$ cat config.mk
export PLATFORM = sky130hd
export DESIGN_NAME = v5_trap_filter
export DESIGN_NICKNAME = d
export VERILOG_FILES = /design/src/rtl/v5_trap_filter_pkg.sv /design/src/rtl/v5_trap_filter_delay_line.sv /design/src/rtl/v5_trap_filter.sv
export SDC_FILE = /design/constraint.sdc
export NUM_CORES = 2
export LEC_CHECK = 0
export BUFFER_PORTS_ARGS = -buffer_cell sky130_fd_sc_hd__buf_2
export CORE_MARGIN = 2
export CORE_UTILIZATION = 25
export DETAILED_ROUTE_END_ITERATION = 8
export SKIP_LAST_GASP = 1
export SYNTH_ARGS = -nofsm -noshare
export SYNTH_HDL_FRONTEND = slang
export SYNTH_SLANG_ARGS = --single-unit
$ cat constraint.sdc
create_clock -name clk -period 5.4 [get_ports clk]
set_input_delay 0.54 -clock clk [delete_from_list [all_inputs] [get_ports clk]]
set_output_delay 0.54 -clock clk [all_outputs]
set_load 0.1 [all_outputs]
$ cat src/rtl/v5_trap_filter_pkg.sv
// Shared widths, limits and the configuration record for the v5 trapezoidal filter.
// package_settings holds the system-wide sample widths; v5_parameters holds filter-specific values.
package package_settings;
  localparam int SIZE_ADC_DATA    = 14;
  localparam int SIZE_FILTER_DATA = 16;
endpackage

package v5_parameters;
  import package_settings::*;

  localparam int MAX_K   = 16;
  localparam int MAX_L   = 32;
  localparam int M_W     = 12;
  localparam int ACC_W   = SIZE_ADC_DATA + 24;
  localparam int DEPTH   = MAX_K + MAX_L;
  localparam int K_W     = $clog2(MAX_K + 1);
  localparam int L_W     = $clog2(MAX_L + 1);
  localparam int SH_W    = 5;
  localparam int LATENCY = 6;

  typedef struct packed {
    logic [K_W-1:0]  k;
    logic [L_W-1:0]  l;
    logic [M_W-1:0]  m;
    logic [SH_W-1:0] shift;
  } filt_cfg_t;

  localparam filt_cfg_t CFG_RESET = '{k: K_W'(1), l: L_W'(1), m: '0, shift: '0};

  // A usable trapezoid needs a non-zero rise that fits inside the delay window.
  function automatic logic cfg_ok(input filt_cfg_t c);
    return (c.k >= K_W'(1)) && (c.k <= K_W'(MAX_K)) &&
           (c.l >= L_W'(c.k)) && (c.l <= L_W'(MAX_L));
  endfunction
endpackage

$ cat src/rtl/v5_trap_filter_delay_line.sv
// Circular sample history with three programmable taps (K, L, K+L samples back).
// Taps read zero until enough samples have arrived since the last flush.
module v5_delay_line
  import package_settings::*, v5_parameters::*;
(
  input  logic                            clk,
  input  logic                            reset,
  input  logic                            flush,
  input  logic                            wr_en,
  input  logic signed [SIZE_ADC_DATA-1:0] din,
  input  logic [K_W-1:0]                  k,
  input  logic [L_W-1:0]                  l,
  output logic signed [SIZE_ADC_DATA-1:0] tap_k,
  output logic signed [SIZE_ADC_DATA-1:0] tap_l,
  output logic signed [SIZE_ADC_DATA-1:0] tap_kl
);
  localparam int PTR_W = $clog2(DEPTH);
  localparam int OFF_W = $clog2(DEPTH + 1);
  localparam int IDX_W = PTR_W + 1;
  localparam logic [IDX_W-1:0] DEPTH_I = IDX_W'(DEPTH);

  logic [PTR_W-1:0]                wr;
  logic [OFF_W-1:0]                fill;
  logic signed [SIZE_ADC_DATA-1:0] mem [DEPTH];
  logic [OFF_W-1:0]                off_k, off_l, off_kl;

  function automatic logic [PTR_W-1:0] tap_addr(input logic [PTR_W-1:0] w,
                                                input logic [OFF_W-1:0] off);
    logic [IDX_W-1:0] idx;
    idx = {1'b0, w} + DEPTH_I - IDX_W'(off);
    if (idx >= DEPTH_I) idx = idx - DEPTH_I;
    return PTR_W'(idx);
  endfunction

  // Reads happen before this cycle's write, so an offset of DEPTH still sees the oldest sample.
  always_comb begin
    off_k  = OFF_W'(k);
    off_l  = OFF_W'(l);
    off_kl = OFF_W'(k) + OFF_W'(l);
    tap_k  = (fill >= off_k)  ? mem[tap_addr(wr, off_k)]  : '0;
    tap_l  = (fill >= off_l)  ? mem[tap_addr(wr, off_l)]  : '0;
    tap_kl = (fill >= off_kl) ? mem[tap_addr(wr, off_kl)] : '0;
  end

  always_ff @(posedge clk or negedge reset) begin
    if (!reset) begin
      wr   <= '0;
      fill <= '0;
    end else if (flush) begin
      wr   <= '0;
      fill <= '0;
    end else if (wr_en) begin
      wr <= (wr == PTR_W'(DEPTH - 1)) ? '0 : wr + PTR_W'(1);
      if (fill < OFF_W'(DEPTH)) fill <= fill + OFF_W'(1);
    end
  end

  always_ff @(posedge clk) begin
    if (wr_en && !flush) mem[wr] <= din;
  end
endmodule

$ cat src/rtl/v5_trap_filter.sv
// Runtime-configurable trapezoidal shaper: delay-line taps, 6-stage arithmetic pipeline,
// saturating output with sticky overflow and a settled flag.
module v5_trap_filter
  import package_settings::*, v5_parameters::*;
(
  input  logic                               clk,
  input  logic                               reset,
  input  logic                               in_valid,
  input  logic signed [SIZE_ADC_DATA-1:0]    input_data,
  input  logic                               cfg_we,
  input  logic [K_W-1:0]                     cfg_k,
  input  logic [L_W-1:0]                     cfg_l,
  input  logic [M_W-1:0]                     cfg_m,
  input  logic [SH_W-1:0]                    cfg_shift,
  output logic                               cfg_err,
  output logic                               out_valid,
  output logic signed [SIZE_FILTER_DATA-1:0] output_data,
  output logic                               ovf,
  output logic                               settled
);
  localparam int X_W   = SIZE_ADC_DATA;
  localparam int Y_W   = SIZE_FILTER_DATA;
  localparam int D1_W  = X_W + 1;
  localparam int D_W   = X_W + 2;
  localparam int MD_W  = D_W + M_W;
  localparam int CNT_W = $clog2(DEPTH + 1);
  localparam logic signed [ACC_W-1:0] S_MAX = {{(ACC_W-Y_W+1){1'b0}}, {(Y_W-1){1'b1}}};
  localparam logic signed [ACC_W-1:0] S_MIN = {{(ACC_W-Y_W+1){1'b1}}, {(Y_W-1){1'b0}}};
  localparam logic signed [Y_W-1:0]   Y_MAX = {1'b0, {(Y_W-1){1'b1}}};
  localparam logic signed [Y_W-1:0]   Y_MIN = {1'b1, {(Y_W-1){1'b0}}};

  // Flow control is valid-only: a sample is taken when in_valid is high and cfg_we is low,
  // and reappears LATENCY edges later with out_valid high; there is no backpressure.
  filt_cfg_t cfg, cfg_in;
  logic      cfg_accept, flush, smp_en;
  logic [LATENCY-1:0] vld;

  logic signed [X_W-1:0]   x_r, xk_r, xl_r, xkl_r, tap_k, tap_l, tap_kl;
  logic signed [D1_W-1:0]  d1, d2;
  logic signed [D_W-1:0]   d;
  logic signed [MD_W-1:0]  md, md_d, md_m;
  logic signed [ACC_W-1:0] p, p1, r, s, s_sh, d_ext, md_ext;
  logic signed [Y_W-1:0]   y_sat;
  logic                    y_clamp;
  logic [CNT_W-1:0]        out_cnt, kl;

  assign cfg_in     = '{k: cfg_k, l: cfg_l, m: cfg_m, shift: cfg_shift};
  assign cfg_accept = cfg_ok(cfg_in);
  assign flush      = cfg_we && cfg_accept;
  assign smp_en     = in_valid && !cfg_we;

  v5_delay_line u_delay (
    .clk    (clk),
    .reset  (reset),
    .flush  (flush),
    .wr_en  (smp_en),
    .din    (input_data),
    .k      (cfg.k),
    .l      (cfg.l),
    .tap_k  (tap_k),
    .tap_l  (tap_l),
    .tap_kl (tap_kl)
  );

  always_comb begin
    md_d    = {{(MD_W-D_W){d[D_W-1]}}, d};
    md_m    = {{(MD_W-M_W){1'b0}}, cfg.m};
    d_ext   = {{(ACC_W-D_W){d[D_W-1]}}, d};
    md_ext  = {{(ACC_W-MD_W){md[MD_W-1]}}, md};
    kl      = CNT_W'(cfg.k) + CNT_W'(cfg.l);
    s_sh    = s >>> cfg.shift;
    y_clamp = 1'b1;
    if (s_sh > S_MAX)      y_sat = Y_MAX;
    else if (s_sh < S_MIN) y_sat = Y_MIN;
    else begin
      y_sat   = Y_W'(s_sh);
      y_clamp = 1'b0;
    end
  end

  always_ff @(posedge clk or negedge reset) begin
    if (!reset) begin
      cfg     <= CFG_RESET;
      cfg_err <= 1'b0;
    end else begin
      cfg_err <= cfg_we && !cfg_accept;
      if (flush) cfg <= cfg_in;
    end
  end

  // Every stage register moves only with its own valid bit, so input gaps only stretch timing.
  always_ff @(posedge clk or negedge reset) begin
    if (!reset) begin
      vld <= '0; x_r <= '0; xk_r <= '0; xl_r <= '0; xkl_r <= '0;
      d1 <= '0; d2 <= '0; d <= '0; p <= '0; p1 <= '0; md <= '0; r <= '0; s <= '0;
      out_valid <= 1'b0; output_data <= '0; ovf <= 1'b0; settled <= 1'b0; out_cnt <= '0;
    end else if (flush) begin
      vld <= '0; x_r <= '0; xk_r <= '0; xl_r <= '0; xkl_r <= '0;
      d1 <= '0; d2 <= '0; d <= '0; p <= '0; p1 <= '0; md <= '0; r <= '0; s <= '0;
      out_valid <= 1'b0; output_data <= '0; ovf <= 1'b0; settled <= 1'b0; out_cnt <= '0;
    end else begin
      vld       <= {vld[LATENCY-2:0], smp_en};
      out_valid <= vld[LATENCY-1];
      if (smp_en) begin
        x_r   <= input_data;
        xk_r  <= tap_k;
        xl_r  <= tap_l;
        xkl_r <= tap_kl;
      end
      if (vld[0]) begin
        d1 <= {x_r[X_W-1], x_r} - {xk_r[X_W-1], xk_r};
        d2 <= {xl_r[X_W-1], xl_r} - {xkl_r[X_W-1], xkl_r};
      end
      if (vld[1]) d <= {d1[D1_W-1], d1} - {d2[D1_W-1], d2};
      if (vld[2]) begin
        p  <= p + d_ext;
        p1 <= p;
        md <= md_d * md_m;
      end
      if (vld[3]) r <= p1 + md_ext;
      if (vld[4]) s <= s + r;
      if (vld[5]) begin
        output_data <= y_sat;
        if (y_clamp) ovf <= 1'b1;
        if (out_cnt < CNT_W'(DEPTH)) out_cnt <= out_cnt + CNT_W'(1);
        if (out_cnt + CNT_W'(1) >= kl) settled <= 1'b1;
      end
    end
  end
endmodule

Yosys cells after proc, flatten, opt, wreduce, memory -nomap -nowiden
Memories as Yosys holds them, arrays and structs flattened.
Cells that the tools add are included.
{"block": "totals", "regBits": 354, "ramBits": 672, "in_bits": 46, "out_inout_bits": 20, "word_cells": 141, "memories": 1}
{"memory": "u_delay.mem", "depth": 48, "word_bits": 14, "read_ports": 3, "rd_ports_with_merged_regs": 0, "write_ports": 1, "line": "v5_trap_filter_delay_line.sv:24", "source": "logic signed [SIZE_ADC_DATA-1:0] mem [DEPTH];"}
{"block": "op_classes", "addsub": 17, "n_mul": 1, "magnitude_cmp": 15, "n_eq_ne": 1, "shift": 1, "muxes": 55, "reduce_logical": 25}
{"cell": "38-bit two-way mux", "count": 8}
{"cell": "14-bit two-way mux", "count": 11}
{"cell": "16-bit two-way mux", "count": 6}
{"cell": "6-bit two-way mux", "count": 13}
{"cell": "15-bit two-way mux", "count": 4}
{"cell": "28-bit two-way mux", "count": 2}
{"cell": "38-bit by 16-bit adder with 38-bit output", "count": 1}
{"cell": "38-bit by 28-bit adder with 38-bit output", "count": 1}
{"cell": "38-bit adder", "count": 1}
{"cell": "38-bit by 16-bit greater-than comparator with 1-bit output (second input constant)", "count": 1}
{"cell": "38-bit by 16-bit < comparator with 1-bit output (second input constant)", "count": 1}
{"cell": "38-bit by 5-bit >>> shifter with 38-bit output", "count": 1}
{"cell": "14-bit by 14-bit subtractor with 15-bit output", "count": 2}
{"cell": "16-bit by 13-bit multiplier with 28-bit output", "count": 1}
{"cell": "2-bit nonzero test", "count": 11}
{"cell": "7-bit by 6-bit greater-or-equal comparator with 1-bit output (second input constant)", "count": 3}
{"cell": "6-bit by 1-bit adder with 6-bit output (second input constant)", "count": 3}
{"cell": "6-bit greater-or-equal comparator", "count": 3}
{"cell": "6-bit subtractor (second input constant)", "count": 3}
{"cell": "15-bit by 15-bit subtractor with 16-bit output", "count": 1}
{"cell": "7-bit by 6-bit subtractor with 7-bit output", "count": 2}
{"cell": "6-bit by 5-bit greater-or-equal comparator with 1-bit output", "count": 2}
{"cell": "6-bit < comparator (second input constant)", "count": 2}
{"cell": "1-bit two-way mux", "count": 11}
{"cell": "other kinds (10)", "count": 21}

Logic depth before layout (Yosys ltp)
{"block": "depth", "word_depth": 9, "depth_mapped": 23, "mapped_depth_nobuf": 22}

Cells and area by module
From an unflattened synthesis, not the netlist that was laid out.
{"block": "unflattened", "cells_unflattened": 5420, "area_unflattened_um2": 69425.3}
{"mod": "v5_delay_line", "instances": 1, "cells_per_inst": 1949, "area_per_inst_um2": 38593.3}
{"mod": "v5_trap_filter", "instances": 1, "cells_per_inst": 3471, "area_per_inst_um2": 30832.1}

Worst setup path after synthesis
Ideal clock, no wire load.
{"block": "synth_timing", "path_type": "register -> register", "startpoint": "register d[15]", "endpoint": "register md[23]", "setup_time_ns": 0.131, "t_arrival_ns": 5.885, "t_required_ns": 5.269, "path_slack_ns": -0.616, "path_stages_with_launch": 20, "n_path_buf": 2, "path_cell_list": "dfrtp_1 -> clkbuf_1 -> clkbuf_1 -> nand2_1 -> fa_1 -> fa_1 -> inv_1 -> fa_1 -> fa_1 -> inv_1 -> fa_1 -> inv_1 -> ha_1 -> nand2_1 -> nor2_1 -> a221o_1 -> a21o_1 -> a21o_1 -> and4_1 -> or3_1"}
{"block": "synth_via", "elab_chain_len": 3}
{"item": "start, declared", "line": "v5_trap_filter.sv:40", "source": "logic signed [D_W-1:0] d;"}
{"item": "start signal, assigned", "line": "v5_trap_filter.sv:114", "source": "if (vld[1]) d <= {d1[D1_W-1], d1} - {d2[D1_W-1], d2};"}
{"item": "16-bit by 13-bit multiplier with 28-bit output", "line": "v5_trap_filter.sv:118", "source": "md <= md_d * md_m;"}
{"item": "28-bit two-way mux", "line": "v5_trap_filter.sv:115", "source": "if (vld[2]) begin"}
{"item": "28-bit two-way mux", "line": "v5_trap_filter.sv:97", "source": "end else if (flush) begin"}
{"item": "end signal, assigned", "line": "v5_trap_filter.sv:118"}
{"item": "end, declared", "line": "v5_trap_filter.sv:41", "source": "logic signed [MD_W-1:0] md, md_d, md_m;"}
Every way passes these cells. The select of a mux whose other input is x is not followed.
A chain may end at the register's enable or synchronous reset.

Worst setup path in the final report
{"block": "layout_timing", "startpoint": "register cfg[8] (netlist name)", "endpoint": "register md[23]"}
{"block": "layout_via", "elab_chain_len": 3}
{"item": "start, declared", "line": "v5_trap_filter.sv:34", "source": "filt_cfg_t cfg, cfg_in;"}
{"item": "start signal, assigned", "line": "v5_trap_filter.sv:87", "source": "if (flush) cfg <= cfg_in;"}
{"item": "16-bit by 13-bit multiplier with 28-bit output", "line": "v5_trap_filter.sv:118"}
{"item": "28-bit two-way mux", "line": "v5_trap_filter.sv:115"}
{"item": "28-bit two-way mux", "line": "v5_trap_filter.sv:97"}
Every way passes these cells. The select of a mux whose other input is x is not followed.

==> results.rst <==
.. list-table::
   :header-rows: 1

   * - Metric
     - Value
   * - HP Class
     - in -> reg
   * - Yosys warns
     - 0
   * - Count leader, synth
     - sky130_fd_sc_hd__edfxtp_1
   * - Critical path fanouts, max
     - 3
   * - Initial antenna violation count
     - 7
   * - Number of different library cells in the post-synthesis netlist
     - 87
   * - Max-cap violation count
     - 0
   * - Via density per instance
     - just over 5
   * - GRT met2 Usage
     - 23.3%
   * - Avg Synthesized Cell Area
     - about 13 um2
   * - Die boundary height
     - roughly 530 um
   * - Crit Path Class
     - reg -> reg
   * - Detailed placement HPWL
     - between 100 and 150 mm
   * - GR Util met1
     - between 10% and 20%
   * - Most heavily used metal layer in global routing
     - met2
   * - Post-synth EDFFs
     - 672
   * - Slew @ Worst Pin
     - between 1 and 1.5 ns
   * - Number of cells in the finished layout apart from fillers
     - roughly 9100
   * - Netlist Area Pre-Place
     - 68300 um2
   * - Final Hold Vio Count
     - 0
   * - Register-to-Register Path Depth
     - 21
   * - Most instantiated flip-flop cell in the synthesis netlist
     - sky130_fd_sc_hd__edfxtp_1
   * - Layout cells sized above 1
     - between 20% and 30%
   * - CTS tree
     - built
   * - # H-tree levels
     - 3
   * - Required time of the worst setup path
     - around 6.0 ns
   * - Final design instance area without fill
     - between 70000 and 80000 um2
   * - Remaining Overflow, GRT
     - 0
   * - Area growth from synthesis to layout
     - 15.0%
   * - Drt first pass iters
     - 5
   * - WHS Path Cells
     - 3
   * - Placed Cells incl. Taps
     - approximately 8800
   * - Number of global-route vias before repair
     - between 40000 and 50000
   * - Source of the worst hold timing path
     - cfg_shift[1]
   * - Slew headroom
     - 25.7%
   * - Number of endpoints failing setup at the final stage
     - 6
   * - Violated checks
     - setup timing
   * - Standard cell core area
     - around 270000 um2
   * - Utilization after layout
     - 29.0%
   * - Final weighted congestion in routability-driven placement
     - 0.878
   * - Clk sinks
     - between 1000 and 1500
   * - Count of vias placed by the detailed router
     - 46300
   * - Final-stage net count
     - 5929
   * - Row cnt
     - ~190
   * - Register bit count reported by yosys
     - between 1000 and 1500
   * - Share of synthesized area occupied by flip-flops and latches
     - approximately 43%
   * - Worst path setup slack after routing
     - -0.265 ns
   * - Yosys top cell by area
     - sky130_fd_sc_hd__edfxtp_1
   * - Pins over their slew limit
     - 0
   * - DR WL/cell
     - between 20 and 25 um
   * - Drc violations
     - 0
   * - Share of the cycle needed by the critical path after routing
     - 105%
   * - Global routing met3 resource utilization
     - about 2.4%
   * - Synth top area share
     - ~30%
   * - Clk buf depth
     - 3
   * - Total Routed Length
     - a little under 200 mm
   * - Clock Pin Slew Worst Setup and Hold Paths
     - 0.06 ns
   * - Count of nets left with antenna violations after detail routing
     - 0
   * - Die width
     - between 500 and 600 um
   * - Die area
     - 277000 um2
   * - Data arrival time of the critical path
     - 6.26 ns
   * - Max Clk Rate
     - 177 MHz
   * - I/O pin cnt
     - 66
   * - Worst r2r src
     - cfg[8]$_DFFE_PN0P_
   * - Number of violations reported at the end of detailed-routing iteration 0
     - roughly 4900
   * - Crit path from
     - cfg[8]$_DFFE_PN0P_
   * - IO Port Bufs
     - between 60 and 70
   * - Minimum clock period after layout
     - 5.66 ns
   * - Result of the run
     - complete, but fails checks
   * - Most frequent cells after synthesis
     - sky130_fd_sc_hd__edfxtp_1 (672), sky130_fd_sc_hd__mux4_2 (643), sky130_fd_sc_hd__nor2_1 (425)
   * - Insertion delay of the later-clocked pin in the worst-skew pair
     - around 0.80 ns
   * - Final worst clock skew
     - 0.101 ns
   * - Number of clock buffers inserted by TritonCTS
     - 116
   * - Area after DPL
     - 74000 um2
   * - Proportion of register bits with asynchronous set or reset after synthesis
     - 34.5%
   * - Setup repair after global routing missed its margin
     - yes
   * - Endpoint type of the worst setup path
     - register
   * - Critical Path Start Type
     - register
   * - Global router's overall resource usage
     - around 14%
   * - Global-route wire length before repair
     - around 300 mm
   * - Instance count of the mapped netlist
     - ~5300
   * - Total negative slack
     - -0.816 ns
   * - Net count after synthesis
     - around 5800
   * - CTS Root Cell
     - sky130_fd_sc_hd__clkbuf_16
   * - Synth area leaders
     - sky130_fd_sc_hd__edfxtp_1 (30%), sky130_fd_sc_hd__mux4_2 (21%), sky130_fd_sc_hd__dfrtp_1 (13%), sky130_fd_sc_hd__fa_1 (5.4%), sky130_fd_sc_hd__ha_1 (5.1%)
   * - Largest net degree at the start of global routing
     - ~130
   * - Starting utilization of the core area
     - 25.2%
[layout by cell type (no fill, tap or decap), drive strengths merged, types with 31 or more instances in the layout]
cell    synthesis  layout
nand2b         31      31
o21a           38      38
nand3          45      45
ha            277     277
nor2b          33      33
or3            31      31
nor2          425     425
inv           406     408
nand2         414     414
clkinv          2      45
mux2i         213     213
xor2           59      59
fa            185     185
dfrtp         352     352
o21ai         203     203
xnor2          87      87
edfxtp        672     672
mux2           32      32
and2          118     118
a21o           80      80
mux4          652     652
o211ai         32      32
clkbuf        214     153
a21oi         211     211
nor3           75      75
buf            96     295
[critical path: stages (launching register included)]
cell and delay, ns:
sky130_fd_sc_hd__dfrtp_1 0.41, sky130_fd_sc_hd__and2_4 0.18, sky130_fd_sc_hd__fa_1 0.55, sky130_fd_sc_hd__inv_2 0.04, sky130_fd_sc_hd__fa_1 0.49, sky130_fd_sc_hd__inv_2 0.04
sky130_fd_sc_hd__fa_1 0.46, sky130_fd_sc_hd__fa_1 0.55, sky130_fd_sc_hd__inv_2 0.04, sky130_fd_sc_hd__fa_1 0.49, sky130_fd_sc_hd__inv_2 0.05, sky130_fd_sc_hd__ha_4 0.23
sky130_fd_sc_hd__a21o_1 0.20, sky130_fd_sc_hd__a21o_1 0.15, sky130_fd_sc_hd__a21o_1 0.18, sky130_fd_sc_hd__a21oi_2 0.16, sky130_fd_sc_hd__o41ai_4 0.12, sky130_fd_sc_hd__a221o_1 0.38
sky130_fd_sc_hd__a21o_1 0.18, sky130_fd_sc_hd__a21o_1 0.16, sky130_fd_sc_hd__and4_1 0.18, sky130_fd_sc_hd__or3_1 0.32
[layout make-up]
class | instances | area (um2)
tap | 3570 | 4470
sequential | 1026 | 29100
timing repair buffer | 315 | 2660
clock inverter | 64 | 769
inverter | 408 | 1530
multi-input combinational | 3554 | 36900
clock buffer | 153 | 3170
antenna | 2 | 5.00
fill | 27100 | 193000
[cell families (layout without fill, tap and decap cells)]
family	Yosys count	count (layout)	synth area share [%]
AOI/OAI and AO/OA	774	774	7.33
adders and majority gates	462	462	10.5
and+or+nand+nor	1275	1275	8.56
buffers and inverters	718	940	4.05
other	0	2	0
DFF	1026	1026	42.5
muxes	897	897	25.2
xor gates and xnor gates	146	146	1.87
[sequential cells by signal (all words and copies together), names as in the netlist, 6 cells and up]
signal	flops
cfg	28
d	16
d1	15
d2	15
md	28
out_cnt	6
output_data	16
p	38
p1	38
r	38
s	38
u_delay.fill	6
u_delay.mem	672
u_delay.wr	6
vld	6
x_r	14
xk_r	14
xkl_r	14
xl_r	14
[stage by stage]
step | hold WS (ns) | setup WS (ns)
2_1_floorplan | 0.244 | -0.175
3_3_place_gp | 0.472 | -0.312
3_5_place_dp | 0.479 | -0.370
4_1_cts | 0.00121 | -0.248
5_1_grt | 0.0629 | -0.429
6_report | 0.0644 | -0.265
[path summary, 6_finish.rpt]
path | slack (ns) | endpoint
max | -0.26 | md[23]$_DFFE_PN0P_
max in group asynchronous | 3.76 | x_r[4]$_DFFE_PN0P_
max reg2reg | -0.26 | md[23]$_DFFE_PN0P_
min reg2reg | 0.49 | xk_r[4]$_DFFE_PN0P_
min in group asynchronous | 0.36 | p[1]$_DFFE_PN0P_
min | 0.06 | cfg[1]$_DFFE_PN0P_
[layer usage]
layer  vias up  routed length, um
met3       362              14400
met2      1848              94900
met1     23900              79000
met4         6               5710
met5         -                 35
li1      20300                  -
[repair_timing]
item                                    CTS  global route
setup buffers                             7            11
endpoints found under the hold margin    89             0
gates resized for setup                  33            34
pin swaps                                30            26
hold buffers                             20             0
endpoints found under the setup margin    7            10
Power is left out: the tool's default activity adds up to more than one toggle a clock period on the data nets, which glitch-free logic cannot reach.
